$ cat config.mk
export PLATFORM = sky130hd
export DESIGN_NAME = posit_decoder
export DESIGN_NICKNAME = d
export VERILOG_FILES = /design/src/rtl/posit_pkg.sv /design/src/rtl/posit_regime_counter.sv /design/src/rtl/posit_decoder.sv
export SDC_FILE = /design/constraint.sdc
export NUM_CORES = 1
export LEC_CHECK = 0
export CORE_ASPECT_RATIO = 0.9
export CORE_MARGIN = 3
export CORE_UTILIZATION = 55
export DETAILED_ROUTE_END_ITERATION = 8
export PLACE_DENSITY = 0.8
export REMOVE_ABC_BUFFERS = 1
export SKIP_CTS_REPAIR_TIMING = 1
export SLEW_MARGIN = 20
export SYNTH_ARGS = -nofsm -noshare
export SYNTH_HDL_FRONTEND = slang
export SYNTH_SLANG_ARGS = --single-unit
$ cat constraint.sdc
create_clock -name clk -period 2.98 [get_ports clk]
set_input_delay 0.447 -clock clk [delete_from_list [all_inputs] [get_ports clk]]
set_output_delay 0.447 -clock clk [all_outputs]
set_load 0.03 [all_outputs]
$ cat src/rtl/posit_pkg.sv
// Posit<32,3> field constants, FSM encoding and body helper shared by
// posit_decoder, exp_adder and the fraction multiplier.
package posit_pkg;

   localparam int N      = 32;
   localparam int ES     = 3;
   localparam int K_BITS = 6;
   localparam int FRAC_W = N - 3 - ES;
   localparam int BODY_W = N - 1;
   localparam int REST_W = ES + FRAC_W;

   localparam logic [N-1:0] ZERO_WORD = '0;
   localparam logic [N-1:0] NAR_WORD  = {1'b1, {(N-1){1'b0}}};

   typedef enum logic [2:0] {
      S_IDLE,
      S_LOAD,
      S_COUNT,
      S_EXTRACT,
      S_DONE
   } state_t;

   // Negative posits are decoded from the magnitude of the word.
   function automatic logic [BODY_W-1:0] posit_body(
      input logic [N-1:0] w
   );
      return w[N-1] ? BODY_W'(~w + 1'b1) : w[BODY_W-1:0];
   endfunction

endpackage

$ cat src/rtl/posit_regime_counter.sv
// Regime run-length datapath: serial 1 bit/cycle shift counter, or a
// single-cycle leading-run detector under POSIT_DEC_FAST_REGIME_EN.
module posit_regime_counter
   import posit_pkg::*;
(
   input  logic              clk,
   input  logic              rst_n,
   input  logic              load,
   input  logic              step,
   input  logic [BODY_W-1:0] body,
   output logic [K_BITS-1:0] m,
   output logic              r0,
   output logic              last,
   output logic [REST_W-1:0] rest
);

   localparam logic [K_BITS-1:0] M_LAST = K_BITS'(BODY_W);

   logic [BODY_W-1:0] sh;

`ifdef POSIT_DEC_FAST_REGIME_EN

   logic [K_BITS-1:0] run;
   logic              stop;

   always_comb begin
      run  = '0;
      stop = 1'b0;
      for (int i = BODY_W-1; i >= 0; i--) begin
         if (!stop && body[i] == body[BODY_W-1])
            run = run + 1'b1;
         else
            stop = 1'b1;
      end
   end

   always_ff @(posedge clk or negedge rst_n) begin
      if (!rst_n) begin
         sh <= '0;
         m  <= '0;
         r0 <= 1'b0;
      end else if (load) begin
         sh <= body << run;
         m  <= run;
         r0 <= body[BODY_W-1];
      end
   end

   assign last = step;

`else

   always_ff @(posedge clk or negedge rst_n) begin
      if (!rst_n) begin
         sh <= '0;
         m  <= '0;
         r0 <= 1'b0;
      end else if (load) begin
         sh <= body;
         m  <= '0;
         r0 <= body[BODY_W-1];
      end else if (step) begin
         sh <= sh << 1;
         m  <= m + 1'b1;
      end
   end

   // Stop once the bit that follows the one being consumed breaks the run.
   assign last = step &&
                 ((m + 1'b1 == M_LAST) ||
                  (sh[BODY_W-2] != r0));

`endif

   // A full-width run has no terminator bit to skip.
   assign rest = (m == M_LAST) ?
                 sh[BODY_W-1 -: REST_W] :
                 sh[BODY_W-2 -: REST_W];

endmodule

$ cat src/rtl/posit_decoder.sv
// Multi-cycle posit field extractor with start/done/ack handshake.
// Define POSIT_DEC_FAST_REGIME_EN for a one-cycle regime count.
module posit_decoder
   import posit_pkg::*;
(
   input  logic              clk,
   input  logic              rst_n,
   input  logic              start,
   input  logic [N-1:0]      posit_in,
   input  logic              ack,
   output logic              busy,
   output logic              done,
   output logic              sign_out,
   output logic [K_BITS-1:0] k_out,
   output logic [ES-1:0]     exp_out,
   output logic [FRAC_W-1:0] frac_out,
   output logic              zero_out,
   output logic              nar_out
);

   state_t state;
   state_t state_nx;

   logic [N-1:0]      word;
   logic [BODY_W-1:0] body;
   logic              special;
   logic [K_BITS-1:0] m;
   logic              r0;
   logic              last;
   logic [REST_W-1:0] rest;

   assign body    = posit_body(word);
   assign special = (word == ZERO_WORD) ||
                    (word == NAR_WORD);

   posit_regime_counter u_cnt (
      .clk  (clk),
      .rst_n(rst_n),
      .load (state == S_LOAD),
      .step (state == S_COUNT),
      .body (body),
      .m    (m),
      .r0   (r0),
      .last (last),
      .rest (rest)
   );

   // Zero/NaR still pass through EXTRACT so every result
   // leaves through the same DONE entry path.
   always_comb begin
      state_nx = state;
      unique case (state)
         S_IDLE:    if (start) state_nx = S_LOAD;
         S_LOAD:    state_nx = special ? S_EXTRACT : S_COUNT;
         S_COUNT:   if (last) state_nx = S_EXTRACT;
         S_EXTRACT: state_nx = S_DONE;
         S_DONE:    if (ack) state_nx = S_IDLE;
         default:   state_nx = S_IDLE;
      endcase
   end

   always_ff @(posedge clk or negedge rst_n) begin
      if (!rst_n) begin
         state    <= S_IDLE;
         word     <= '0;
         busy     <= 1'b0;
         done     <= 1'b0;
         sign_out <= 1'b0;
         k_out    <= '0;
         exp_out  <= '0;
         frac_out <= '0;
         zero_out <= 1'b0;
         nar_out  <= 1'b0;
      end else begin
         state <= state_nx;
         busy  <= (state_nx != S_IDLE);
         done  <= (state_nx == S_DONE);
         if (state == S_IDLE && start)
            word <= posit_in;
         if (state == S_LOAD) begin
            sign_out <= word[N-1];
            zero_out <= (word == ZERO_WORD);
            nar_out  <= (word == NAR_WORD);
            k_out    <= '0;
            exp_out  <= '0;
            frac_out <= '0;
         end
         if (state == S_EXTRACT && !special) begin
            k_out    <= r0 ? m - 1'b1 : -m;
            exp_out  <= rest[REST_W-1 -: ES];
            frac_out <= rest[FRAC_W-1:0];
         end
      end
   end

endmodule

==> impl_metrics.json, run 1 <==
{
  "run_status": "finished clean",
  "cp-start-kind": "register",
  "cp_data_required_time_ps": 3300,
  "fin_skew_ps": 5.87,
  "ys_types": 47,
  "ys_seq_elements": 113,
  "yosysWarnings": 0,
  "core_um2": 9950,
  "drv_cap": 0,
  "setup_violations": 0,
  "cts_tree": "built",
  "cts_root_buf": "clkbuf_16",
  "slew_violations": 0,
  "crit_start": "word[21]",
  "dieArea_um2": 11800,
  "whs_ps": 165,
  "finalSetupTns_ps": 0,
  "multi_input_area_um2": 2710,
  "gp_congestion": 0.823,
  "top_usage_layer": "met2",
  "synth_edf_count": 0,
  "drt_first_iter_violations": 257,
  "power_density_nw_per_um2": 1220,
  "cts_sinks": 113,
  "clk_latency_ps": 410,
  "syn_inst": 536,
  "path_clk_slew_ps": 50,
  "met1_usage_pct": 31.1,
  "grt_pass1_vias": 4256,
  "max-vdd-ir-drop_v": 0.000659,
  "die_h_um": 103,
  "rr_worst_depth": 6,
  "worstPathArrival_ps": 3050,
  "drc": 0,
  "synth_ff_type": "dfrtp_1",
  "r2r_start": "word[21]",
  "via_per_inst": 5.96,
  "synth_area_per_cell_um2": 10.8,
  "cp_max_fo": 19,
  "synth_seq_area_share_pct": 48.8,
  "power_mw": 8.80,
  "met2_usage_pct": 39.1,
  "min_path_type": "primary input to asynchronous set/reset pin",
  "hold_violations": 0,
  "cts_made_buffers": 17,
  "first_pass_iters": 5,
  "postPlaceCellArea_um2": 6580,
  "antenna_found_initial": 0,
  "fin_crit_ps": 2730,
  "timing.fmax_ghz": 0.366,
  "nFillCells": 714,
  "via_count": 4431,
  "dpl.hpwl_um": 8970,
  "slew_headroom_pct": 42.4,
  "worstMarginPinSlew_ps": 863,
  "synth_top_area_share_pct": 48.8,
  "port-buffer-count": 75,
  "postLayoutCoreUtil_pct": 72.5,
  "crit_path_end_kind": "register",
  "antenna_cells": 0,
  "rows": 34,
  "drt-wirelength-per-cell_um": 17.9,
  "ant_nets": 0,
  "grt_first_pass_wirelength_um": 21600,
  "critical_path_class": "register to register",
  "ctsLongestPathBuffers": 2,
  "regArea_um2": 2830,
  "initial_core_util_pct": 58.2,
  "grt_max_degree": 67,
  "routed_wl_um": 13300,
  "period_share_pct": 91.6,
  "synth.largest_area_cell": "dfrtp_1",
  "io-pin-count": 76,
  "netlist_area_um2": 5790,
  "stdcell_area_um2": 7210,
  "gr-usage-met3_pct": 4.77,
  "leakage_nw": 2.99,
  "ys_top_cells_by_area": "dfrtp_1 (49%), mux2_2 (5.8%), nand2_1 (5.4%), mux2i_1 (5.2%), xor2_1 (4.2%)",
  "grt_usage_pct": 23.7,
  "finalNetCount": 645,
  "drive_above_1_share_pct": 16.2,
  "die_x_um": 114,
  "async_flop_share_pct": 100,
  "cts_htree_levels": 4,
  "gr-total-overflow": 0,
  "area_growth_syn_to_layout_pct": 24.5,
  "rsz0062_at_grt": "no"
}
## cell usage after synthesis (2+ instances only)
| cell | n |
|---|---|
| a21o_1 | 2 |
| clkbuf_1 | 27 |
| nor2_1 | 15 |
| nor3_1 | 4 |
| o31ai_1 | 13 |
| xnor2_1 | 15 |
| buf_8 | 2 |
| mux2i_1 | 30 |
| a31oi_1 | 5 |
| nand3_1 | 3 |
| nand2_1 | 83 |
| clkbuf_8 | 2 |
| o41ai_1 | 8 |
| xor2_1 | 28 |
| or4_1 | 2 |
| mux2_2 | 30 |
| nand2b_1 | 2 |
| o2bb2ai_2 | 10 |
| o21ai_0 | 17 |
| o2bb2ai_1 | 25 |
| or3_1 | 5 |
| or3_2 | 2 |
| dfrtp_1 | 113 |
| inv_1 | 6 |
| nor4_1 | 4 |
| buf_6 | 6 |
| a21oi_1 | 26 |
| ha_1 | 4 |
| or4_4 | 3 |
| or4_2 | 2 |
| and3_1 | 26 |
## state kept, by name, summed over array words and instances (netlist names), 3 cells and up
name,flops
u_cnt.m,6
u_cnt.sh,31
frac_out,26
k_out,6
state,3
word,32
exp_out,3
## layer usage
metal	vias up	part of all wire, %
met1	2182	42
met5	-	0
met4	0	1.9
li1	2063	-
met3	22	6.1
met2	164	50
## through the flow
step	worst slack, ps	cells
after global placement	338	712
after CTS	252	743
after floorplan	-1510	497
after global routing	187	743
after detailed placement	256	712
final	250	743
## logic make-up after synthesis
family	count (synthesis)	synth area share, %
xor gates and xnor gates	43	6.50
and+or+nand+nor	160	13.6
buffers and inverters	45	4.58
DFF	113	48.8
muxes	60	11.0
AOI/OAI and AO/OA	111	14.6
adders and majority gates	4	0.864
## cells in the final DEF (no fill, tap or decap), drive strengths merged, types with 7 or more instances in the layout
cell           count
xor2              28
nand2             83
o41ai              8
and3              26
or3                7
xnor2             15
or4                7
buf               15
o21ai             18
mux2              30
o2bb2ai           35
clkbuf            21
nor2              15
mux2i             30
dfrtp            113
a21oi             26
o31ai             13
clkdlybuf4s50     74
## critical path, stage by stage (launching register included)
cell and delay, ps:
dfrtp_1 430, or4_4 540, or4_4 510, or4_4 570, o21ai_4 140, buf_4 290
o2bb2ai_1 160
## power breakdown
part,internal [mW],total [mW],switching [mW],leakage [nW]
clock,1.45,2.14,0.684,0.301
sequential,2.22,2.98,0.757,1.40
combinational,1.71,3.69,1.98,1.29
total,5.39,8.80,3.42,2.99
## final timing paths
path	to	slack [ps]
setup / recovery	exp_out[0]	250
hold / removal	frac_out[19]	170
setup reg to reg	exp_out[0]	250
hold reg to reg	u_cnt.sh[0]	480
max in group asynchronous	word[2]	2030
min in group clk	u_cnt.sh[0]	480
## area by class of cell
cell class | count | area share (%)
clock buffer | 21 | 6.52
clock inverter | 10 | 2.19
inverter | 6 | 0.312
multi-input combinational | 378 | 37.6
sequential | 113 | 39.2
tap | 126 | 2.19
timing repair buffer | 89 | 12.0
Note: power is estimated with default switching activity, not from simulation.
==> run 2, diff against run 1 <==
- ABC_AREA: unset -> 0
- SKIP_CTS_REPAIR_TIMING: 1 -> unset
==> results of run 2 <==
Final layout, timing and power as in run 1 (identical DEF).
==> run 3, diff against run 2 <==
- CTS_CLUSTER_DIAMETER: unset -> 50
==> results of run 3 <==
Final layout, timing and power as in run 1 (identical DEF).
